**src/rtl/cdb_arbiter_pkg.sv**
```systemverilog
// Shared types and helpers for the common data bus arbiter and its source buffers.
package cdb_arbiter_pkg;

  localparam int PREG_W = 7;
  localparam int TAG_W  = 5;
  localparam int DATA_W = 32;

  // Fixed source ordering on the bus
  localparam logic [1:0] CDB_SRC_ALU = 2'd0;
  localparam logic [1:0] CDB_SRC_B   = 2'd1;
  localparam logic [1:0] CDB_SRC_MEM = 2'd2;

  typedef struct packed {
    logic              valid;
    logic [PREG_W-1:0] preg;
    logic [TAG_W-1:0]  tag;
    logic [DATA_W-1:0] data;
    logic              we;
  } cdb_entry_t;

  // True when tag is strictly younger than ref_tag, measuring both as the
  // wrapped distance from the ROB head. An equal tag is not younger.
  function automatic logic rob_younger(input logic [TAG_W-1:0] tag,
                                       input logic [TAG_W-1:0] ref_tag,
                                       input logic [TAG_W-1:0] head);
    logic [TAG_W-1:0] age_t;
    logic [TAG_W-1:0] age_r;
    age_t = tag - head;
    age_r = ref_tag - head;
    return age_t > age_r;
  endfunction

endpackage

```
**src/rtl/cdb_src_buffer.sv**
```systemverilog
// In-order holding buffer for one completion source. Entry 0 is the head.
// Supports same-cycle push/pop and age-based squash with compaction.
module cdb_src_buffer
  import cdb_arbiter_pkg::*;
#(
  parameter int DEPTH = 2
) (
  input  logic             clk,
  input  logic             reset,
  input  logic             push_i,
  input  cdb_entry_t       push_ent_i,
  input  logic             pop_i,
  input  logic             flush_i,
  input  logic [TAG_W-1:0] flush_tag_i,
  input  logic [TAG_W-1:0] rob_head_i,
  output logic             ready_o,
  output cdb_entry_t       head_o
);

  localparam int CW = $clog2(DEPTH + 1);

  cdb_entry_t [DEPTH-1:0] ent_q, ent_d;
  logic [CW-1:0]          cnt_q, cnt_d;
  logic                   keep;
  logic                   push_keep;

  // Rebuild the buffer: drop the popped head and squashed entries, pack the
  // survivors toward entry 0, then append the incoming entry if it survives.
  always_comb begin
    ent_d     = '0;
    cnt_d     = '0;
    keep      = 1'b0;
    push_keep = push_i & ~(flush_i & rob_younger(push_ent_i.tag, flush_tag_i, rob_head_i));
    for (int i = 0; i < DEPTH; i++) begin
      keep = ent_q[i].valid & ~(pop_i && i == 0)
           & ~(flush_i & rob_younger(ent_q[i].tag, flush_tag_i, rob_head_i));
      if (keep) begin
        for (int j = 0; j < DEPTH; j++) begin
          if (CW'(j) == cnt_d) ent_d[j] = ent_q[i];
        end
        cnt_d = cnt_d + CW'(1);
      end
    end
    if (push_keep) begin
      for (int j = 0; j < DEPTH; j++) begin
        if (CW'(j) == cnt_d) begin
          ent_d[j]       = push_ent_i;
          ent_d[j].valid = 1'b1;
        end
      end
      cnt_d = cnt_d + CW'(1);
    end
  end

  // Buffer storage and occupancy
  always_ff @(posedge clk or negedge reset) begin
    if (!reset) begin
      ent_q <= '0;
      cnt_q <= '0;
    end else begin
      ent_q <= ent_d;
      cnt_q <= cnt_d;
    end
  end

  // Ready depends only on registered occupancy, never on the same-cycle pop
  assign ready_o = (cnt_q < CW'(DEPTH));
  assign head_o  = ent_q[0];

endmodule

```
**src/rtl/cdb_arbiter.sv**
```systemverilog
// Common data bus arbiter: buffers ALU/branch/LSU completions and broadcasts
// one per cycle, round-robin, through a registered CDB. Mispredicts squash
// buffered, incoming and winning results younger than the branch.
module cdb_arbiter
  import cdb_arbiter_pkg::*;
#(
  parameter int DEPTH = 2,
  parameter int NSRC  = 3
) (
  input  logic                         clk,
  input  logic                         reset,
  input  logic [NSRC-1:0]              req_valid,
  output logic [NSRC-1:0]              req_ready,
  input  logic [NSRC-1:0][PREG_W-1:0]  req_preg,
  input  logic [NSRC-1:0][TAG_W-1:0]   req_tag,
  input  logic [NSRC-1:0][DATA_W-1:0]  req_data,
  input  logic [NSRC-1:0]              req_we,
  input  logic [TAG_W-1:0]             rob_head,
  input  logic                         mispredict,
  input  logic [TAG_W-1:0]             mispredict_tag,
  output logic                         cdb_valid,
  output logic [1:0]                   cdb_src,
  output logic [PREG_W-1:0]            cdb_preg,
  output logic [TAG_W-1:0]             cdb_tag,
  output logic [DATA_W-1:0]            cdb_data,
  output logic                         cdb_we
);

  cdb_entry_t [NSRC-1:0] push_ent;
  cdb_entry_t [NSRC-1:0] head_ent;
  logic [NSRC-1:0]       push;
  logic [NSRC-1:0]       pop;

  logic [1:0]            rr_q, rr_d;
  logic [1:0]            win_idx;
  logic                  win_found;
  logic                  win_young;
  cdb_entry_t            win_ent;

  logic                  cdb_valid_q, cdb_valid_d;
  logic [1:0]            cdb_src_q;
  logic [PREG_W-1:0]     cdb_preg_q;
  logic [TAG_W-1:0]      cdb_tag_q;
  logic [DATA_W-1:0]     cdb_data_q;
  logic                  cdb_we_q;

  for (genvar g = 0; g < NSRC; g++) begin : g_src
    assign push_ent[g] = {1'b1, req_preg[g], req_tag[g], req_data[g], req_we[g]};
    assign push[g]     = req_valid[g] & req_ready[g];
    assign pop[g]      = win_found & (win_idx == 2'(g));

    cdb_src_buffer #(.DEPTH(DEPTH)) u_buf (
      .clk         (clk),
      .reset       (reset),
      .push_i      (push[g]),
      .push_ent_i  (push_ent[g]),
      .pop_i       (pop[g]),
      .flush_i     (mispredict),
      .flush_tag_i (mispredict_tag),
      .rob_head_i  (rob_head),
      .ready_o     (req_ready[g]),
      .head_o      (head_ent[g])
    );
  end

  // Round-robin search from rr_q; iterate farthest-first so the nearest
  // nonempty source is the one left standing.
  always_comb begin
    win_found = 1'b0;
    win_idx   = '0;
    for (int k = NSRC - 1; k >= 0; k--) begin
      for (int s = 0; s < NSRC; s++) begin
        if (head_ent[s].valid && ((int'(rr_q) + k) % NSRC == s)) begin
          win_found = 1'b1;
          win_idx   = 2'(s);
        end
      end
    end
  end

  // Winner mux, squash qualification and pointer advance. A squashed winner
  // still consumes its slot and moves the pointer past its source.
  always_comb begin
    win_ent = '0;
    for (int s = 0; s < NSRC; s++) begin
      if (2'(s) == win_idx) win_ent = head_ent[s];
    end
    win_young   = mispredict & rob_younger(win_ent.tag, mispredict_tag, rob_head);
    cdb_valid_d = win_found & ~win_young;
    rr_d        = rr_q;
    if (win_found) rr_d = (win_idx == 2'(NSRC - 1)) ? '0 : win_idx + 2'd1;
  end

  // Round-robin pointer
  always_ff @(posedge clk or negedge reset) begin
    if (!reset) rr_q <= CDB_SRC_ALU;
    else        rr_q <= rr_d;
  end

  // CDB output register; payload holds when nothing is broadcast
  always_ff @(posedge clk or negedge reset) begin
    if (!reset) begin
      cdb_valid_q <= 1'b0;
      cdb_src_q   <= CDB_SRC_ALU;
      cdb_preg_q  <= '0;
      cdb_tag_q   <= '0;
      cdb_data_q  <= '0;
      cdb_we_q    <= 1'b0;
    end else begin
      cdb_valid_q <= cdb_valid_d;
      cdb_we_q    <= cdb_valid_d & win_ent.we;
      if (cdb_valid_d) begin
        cdb_src_q  <= win_idx;
        cdb_preg_q <= win_ent.preg;
        cdb_tag_q  <= win_ent.tag;
        cdb_data_q <= win_ent.data;
      end
    end
  end

  assign cdb_valid = cdb_valid_q;
  assign cdb_src   = cdb_src_q;
  assign cdb_preg  = cdb_preg_q;
  assign cdb_tag   = cdb_tag_q;
  assign cdb_data  = cdb_data_q;
  assign cdb_we    = cdb_we_q;

endmodule

```
**config.mk**
```make
export PLATFORM = sky130hd
export DESIGN_NAME = cdb_arbiter
export DESIGN_NICKNAME = d
export VERILOG_FILES = /design/src/rtl/cdb_arbiter_pkg.sv /design/src/rtl/cdb_src_buffer.sv /design/src/rtl/cdb_arbiter.sv
export SDC_FILE = /design/constraint.sdc
export NUM_CORES = 1
export LEC_CHECK = 0
export ABC_AREA = 1
export CAP_MARGIN = 20
export CELL_PAD_IN_SITES_DETAIL_PLACEMENT = 1
export CELL_PAD_IN_SITES_GLOBAL_PLACEMENT = 1
export CORE_MARGIN = 1.5
export CORE_UTILIZATION = 46
export CTS_BUF_LIST = sky130_fd_sc_hd__clkbuf_16
export CTS_CLUSTER_SIZE = 14
export DETAILED_ROUTE_END_ITERATION = 8
export PLACE_DENSITY_LB_ADDON = 0.1
export SLEW_MARGIN = 5
export SYNTH_ARGS = -nofsm -noshare
export SYNTH_HDL_FRONTEND = slang
export SYNTH_SLANG_ARGS = --single-unit
```
**constraint.sdc**
```tcl
create_clock -name clk -period 6.3 [get_ports clk]
set_clock_uncertainty 0.2 [all_clocks]
set_input_delay 0.63 -clock clk [delete_from_list [all_inputs] [get_ports clk]]
set_output_delay 0.63 -clock clk [all_outputs]
set_load 0.02 [all_outputs]
```
==> metrics.md <==
| Metric | Value |
|---|---|
| Status | complete, no violations |
| Crit path required time | 6.53 ns |
| Warnings, synthesis | 0 |
| Clk sinks | 329 |
| Clock Latency Late Sink | 0.55 ns |
| Final net count | 3021 |
| Placed Instance Area | 0.02179 mm^2 |
| Final number of setup-violating endpoints | 0 |
| DRT iter0 DRCs | 1436 |
| Worst R2R Path Depth | 30 |
| Min-Delay Endpoint | cdb_tag[4] |
| IO Count | 202 |
| Post-Layout Cell Count | 3330 |
| Fraction of layout cells with a size suffix above 1 | 4.304% |
| Post-DR wirelength/cell | 20.42 um |
| Vias in the first global route | 19260 |
| Rows | 75 |
| PwrDens | 645.8 mW/mm^2 |
| Critical path's slowest cell | fa_1 |
| Cts repair resizes | 0 |
| Core ar. | 0.04195 mm^2 |
| Total GRT Usage | 31.26% |
| Hold Violations, Final | 0 |
| Post-Synthesis Net Count | 2901 |
| Vias | 18503 |
| Hold path startpoint | cdb_tag[4] |
| Overall Power | 14.81 mW |
| Initial antenna violation count | 3 |
| CP Launch Type | flip-flop |
| Total grt overflow | 0 |
| RSZ-0062 raised after global routing | no |
| Syn Inst Count | 2643 |
| Leakage | 12.26 nW |
| Async SR Flop Fraction | 100.0% |
| FF+latch count, synth | 329 |
| Post-synthesis sequential area ratio | 42.12% |
| Max Clock Freq | 0.1891 GHz |
| Final instance area | 0.02293 mm^2 |
| Least-Margin Pin Slew | 0.9701 ns |
| Max Buffers Root-to-Sink | 3 |
| XOR/XNOR share of the synthesized area | 2.330% |
| Post-Synth Adder-Cell Area | 7.272% |
| First-pass GRT wire length | 107000 um |
| Simple-gate share of the synthesized area | 37.62% |
| Crit-path max cell delay | 0.40 ns |
| Post-synthesis mux area share | 0% |
| Register clock-pin slew on the reported worst setup and hold paths | 0.06 ns |
| Maximum vdd drop | 538.7 uV |
| Syn-to-layout area delta | 17.34% |
| Syn avg cell area | 7.395 um^2 |
| Worst path bufs/invs | 5 |
| Largest net degree at the start of global routing | 139 |
| Predominant post-synthesis flop cell | dfrtp_1 |
| EDFF count, synth | 0 |
| Critical path peak fanout | 42 |
| Die area | 0.04374 mm^2 |
| Placed Cells | 3260 |
| Post-DP HPWL | 44970 um |
| Clock root cell | clkbuf_16 |
| Chip Height | 209.1 um |
| Worst path most repeated cell | nand2_1 |
| Delay-heaviest family, CP | simple AND/OR/NAND/NOR gates |
| Antenna viol nets, final | 0 |
| Hold Path Class | reg2reg |
| GPL Wtd Cong | 0.8597 |
| CP Class | reg2reg |
| Largest family of logic cells by synthesized area | simple AND/OR/NAND/NOR gates |
| H-tree depth | 2 |
| Most common cell after layout, fill and taps aside | nand2_1 |
| Initial DRT Pass Iterations | 5 |
| Setup_tns | 0 ns |
| Worst r2r src | rr_q[0] |
| DRC Markers | 0 |
| Drt total wl | 67980 um |
| Synth Area in Compound Gates | 3.489% |
| Highest-count cells in the layout ignoring fill and taps | 1015 x nand2_1, 401 x nand3_1, 329 x dfrtp_1, 200 x clkdlybuf4s50_1, 172 x nor2_1 |
| Worst reg2reg path endpoint | cdb_data[10] |
| Hold path depth | 2 |
| CTS buffer count | 39 |
| Critical Path End Type | flip-flop |
| Tmin final | 5.289 ns |
| Post-synthesis cell area | 0.01954 mm^2 |
| Final period utilization | 83.95% |
| Die Width | 209.1 um |
| CTS tree | done |
| Max-Slew Margin vs Limit | 35.32% |
| Starting Density | 46.60% |
| Yosys cell types | 34 |
| Max cap viols | 0 |
| Flop2flop setup slack | 1.01 ns |
| CP arrival | 5.52 ns |
| Worst hold slack | 0.2804 ns |
| FILL cells | 5306 |
| Buffers on Ports | 201 |
| Slew Viols, Final | 0 |
| Via-to-Cell Ratio | 5.556 |
worst max path at each step:
stage,cells past startpoint,endpoint,startpoint,slack (ns)
floorplan,20,g_src[1].u_buf.ent_q[82],rob_head[1],1.62
global placement,21,g_src[2].u_buf.head_o[10],mispredict_tag[0],1.14
detailed placement,24,g_src[2].u_buf.ent_q[82],mispredict_tag[0],0.97
CTS,30,cdb_data[13],rr_q[0],0.99
global route,30,cdb_data[10],rr_q[0],0.52
finish,30,cdb_data[10],rr_q[0],1.01
state kept, by name (all words and copies together), names as in the netlist:
name and flops:
g_src.u_buf.ent_q 138, g_src.u_buf.head_o 138, cdb_data 32, cdb_preg 7, cdb_tag 5, g_src.u_buf.cnt_q 3
cdb_src 2, rr_q 2, cdb_valid 1, cdb_we 1
layer usage:
layer / global-route usage, % / up-vias / routed length (um) / share of wire [%]
met1: 44.60 / 9255 / 31050 / 46
met4: 8.446 / 0 / 1433 / 2.1
met2: 50.33 / 459 / 31870 / 47
li1: - / 8713 / - / -
met3: 3.742 / 76 / 3627 / 5.3
met5: 0 / - / 0 / 0
Yosys cell counts, types with 45 or more instances:
| library cell | n | share of area (%) |
|---|---|---|
| o21ai_0 | 64 | 1.6 |
| clkbuf_1 | 57 | 1.1 |
| nand3_1 | 405 | 10 |
| nor2_1 | 172 | 3.3 |
| buf_2 | 82 | 2.1 |
| dfrtp_1 | 329 | 42 |
| inv_1 | 137 | 2.6 |
| nand4_1 | 49 | 1.6 |
| a21oi_1 | 45 | 1.2 |
| nand2_1 | 1015 | 19 |
| nand3b_1 | 62 | 2.4 |
| ha_1 | 96 | 6.1 |
area by class of cell:
class / instances / area [um^2] / area share, %
flip-flops and latches: 329 / 8233 / 35.90
multi-input cells: 1998 / 9962 / 43.44
well taps: 539 / 674.4 / 2.941
inverters: 151 / 566.8 / 2.471
clock inverters: 25 / 96.34 / 0.4201
clock buffers: 41 / 1026 / 4.474
diodes: 3 / 7.507 / 0.03274
repair buffers: 244 / 2367 / 10.32
power breakdown:
| part | leakage, nW | switching (mW) | internal (mW) | total, mW |
|---|---|---|---|---|
| Combinational | 7.32 | 6.53 | 2.78 | 9.31 |
| Sequential | 4.34 | 0.451 | 2.99 | 3.44 |
| Clock | 0.606 | 0.898 | 1.16 | 2.06 |
| Total | 12.3 | 7.88 | 6.93 | 14.8 |
worst register-to-register path, delay by kind of cell (launching register included):
family | cells | cell delay, ns
AO/OA/AOI/OAI | 4 | 0.62
XOR/XNOR | 1 | 0.18
adder cells (fa/ha/maj) | 4 | 1.22
buffers and inverters | 5 | 0.86
flip-flops | 1 | 0.35
AND/OR/NAND/NOR | 16 | 1.75
per-stage QoR:
step,utilization [%],setup slack [ns]
2_1_floorplan,-,1.615
3_5_place_dp,51.96,0.9661
5_1_grt,54.67,0.5169
4_1_cts,54.65,0.9946
3_3_place_gp,51.96,1.136
6_report,54.67,1.011
logic make-up after synthesis:
group / Yosys count
AO/OA/AOI/OAI: 125
AND/OR/NAND/NOR: 1714
buffers and inverters: 316
XOR/XNOR: 52
adder cells (fa/ha/maj): 107
flip-flops: 329
timing repair:
item,4_1_cts,5_1_grt
hold endpoints to repair,95,0
hold buffers,1,0
setup buffers,0,0
endpoints found under the setup margin,0,0
No activity file was read; power rests on OpenSTA's default activity.
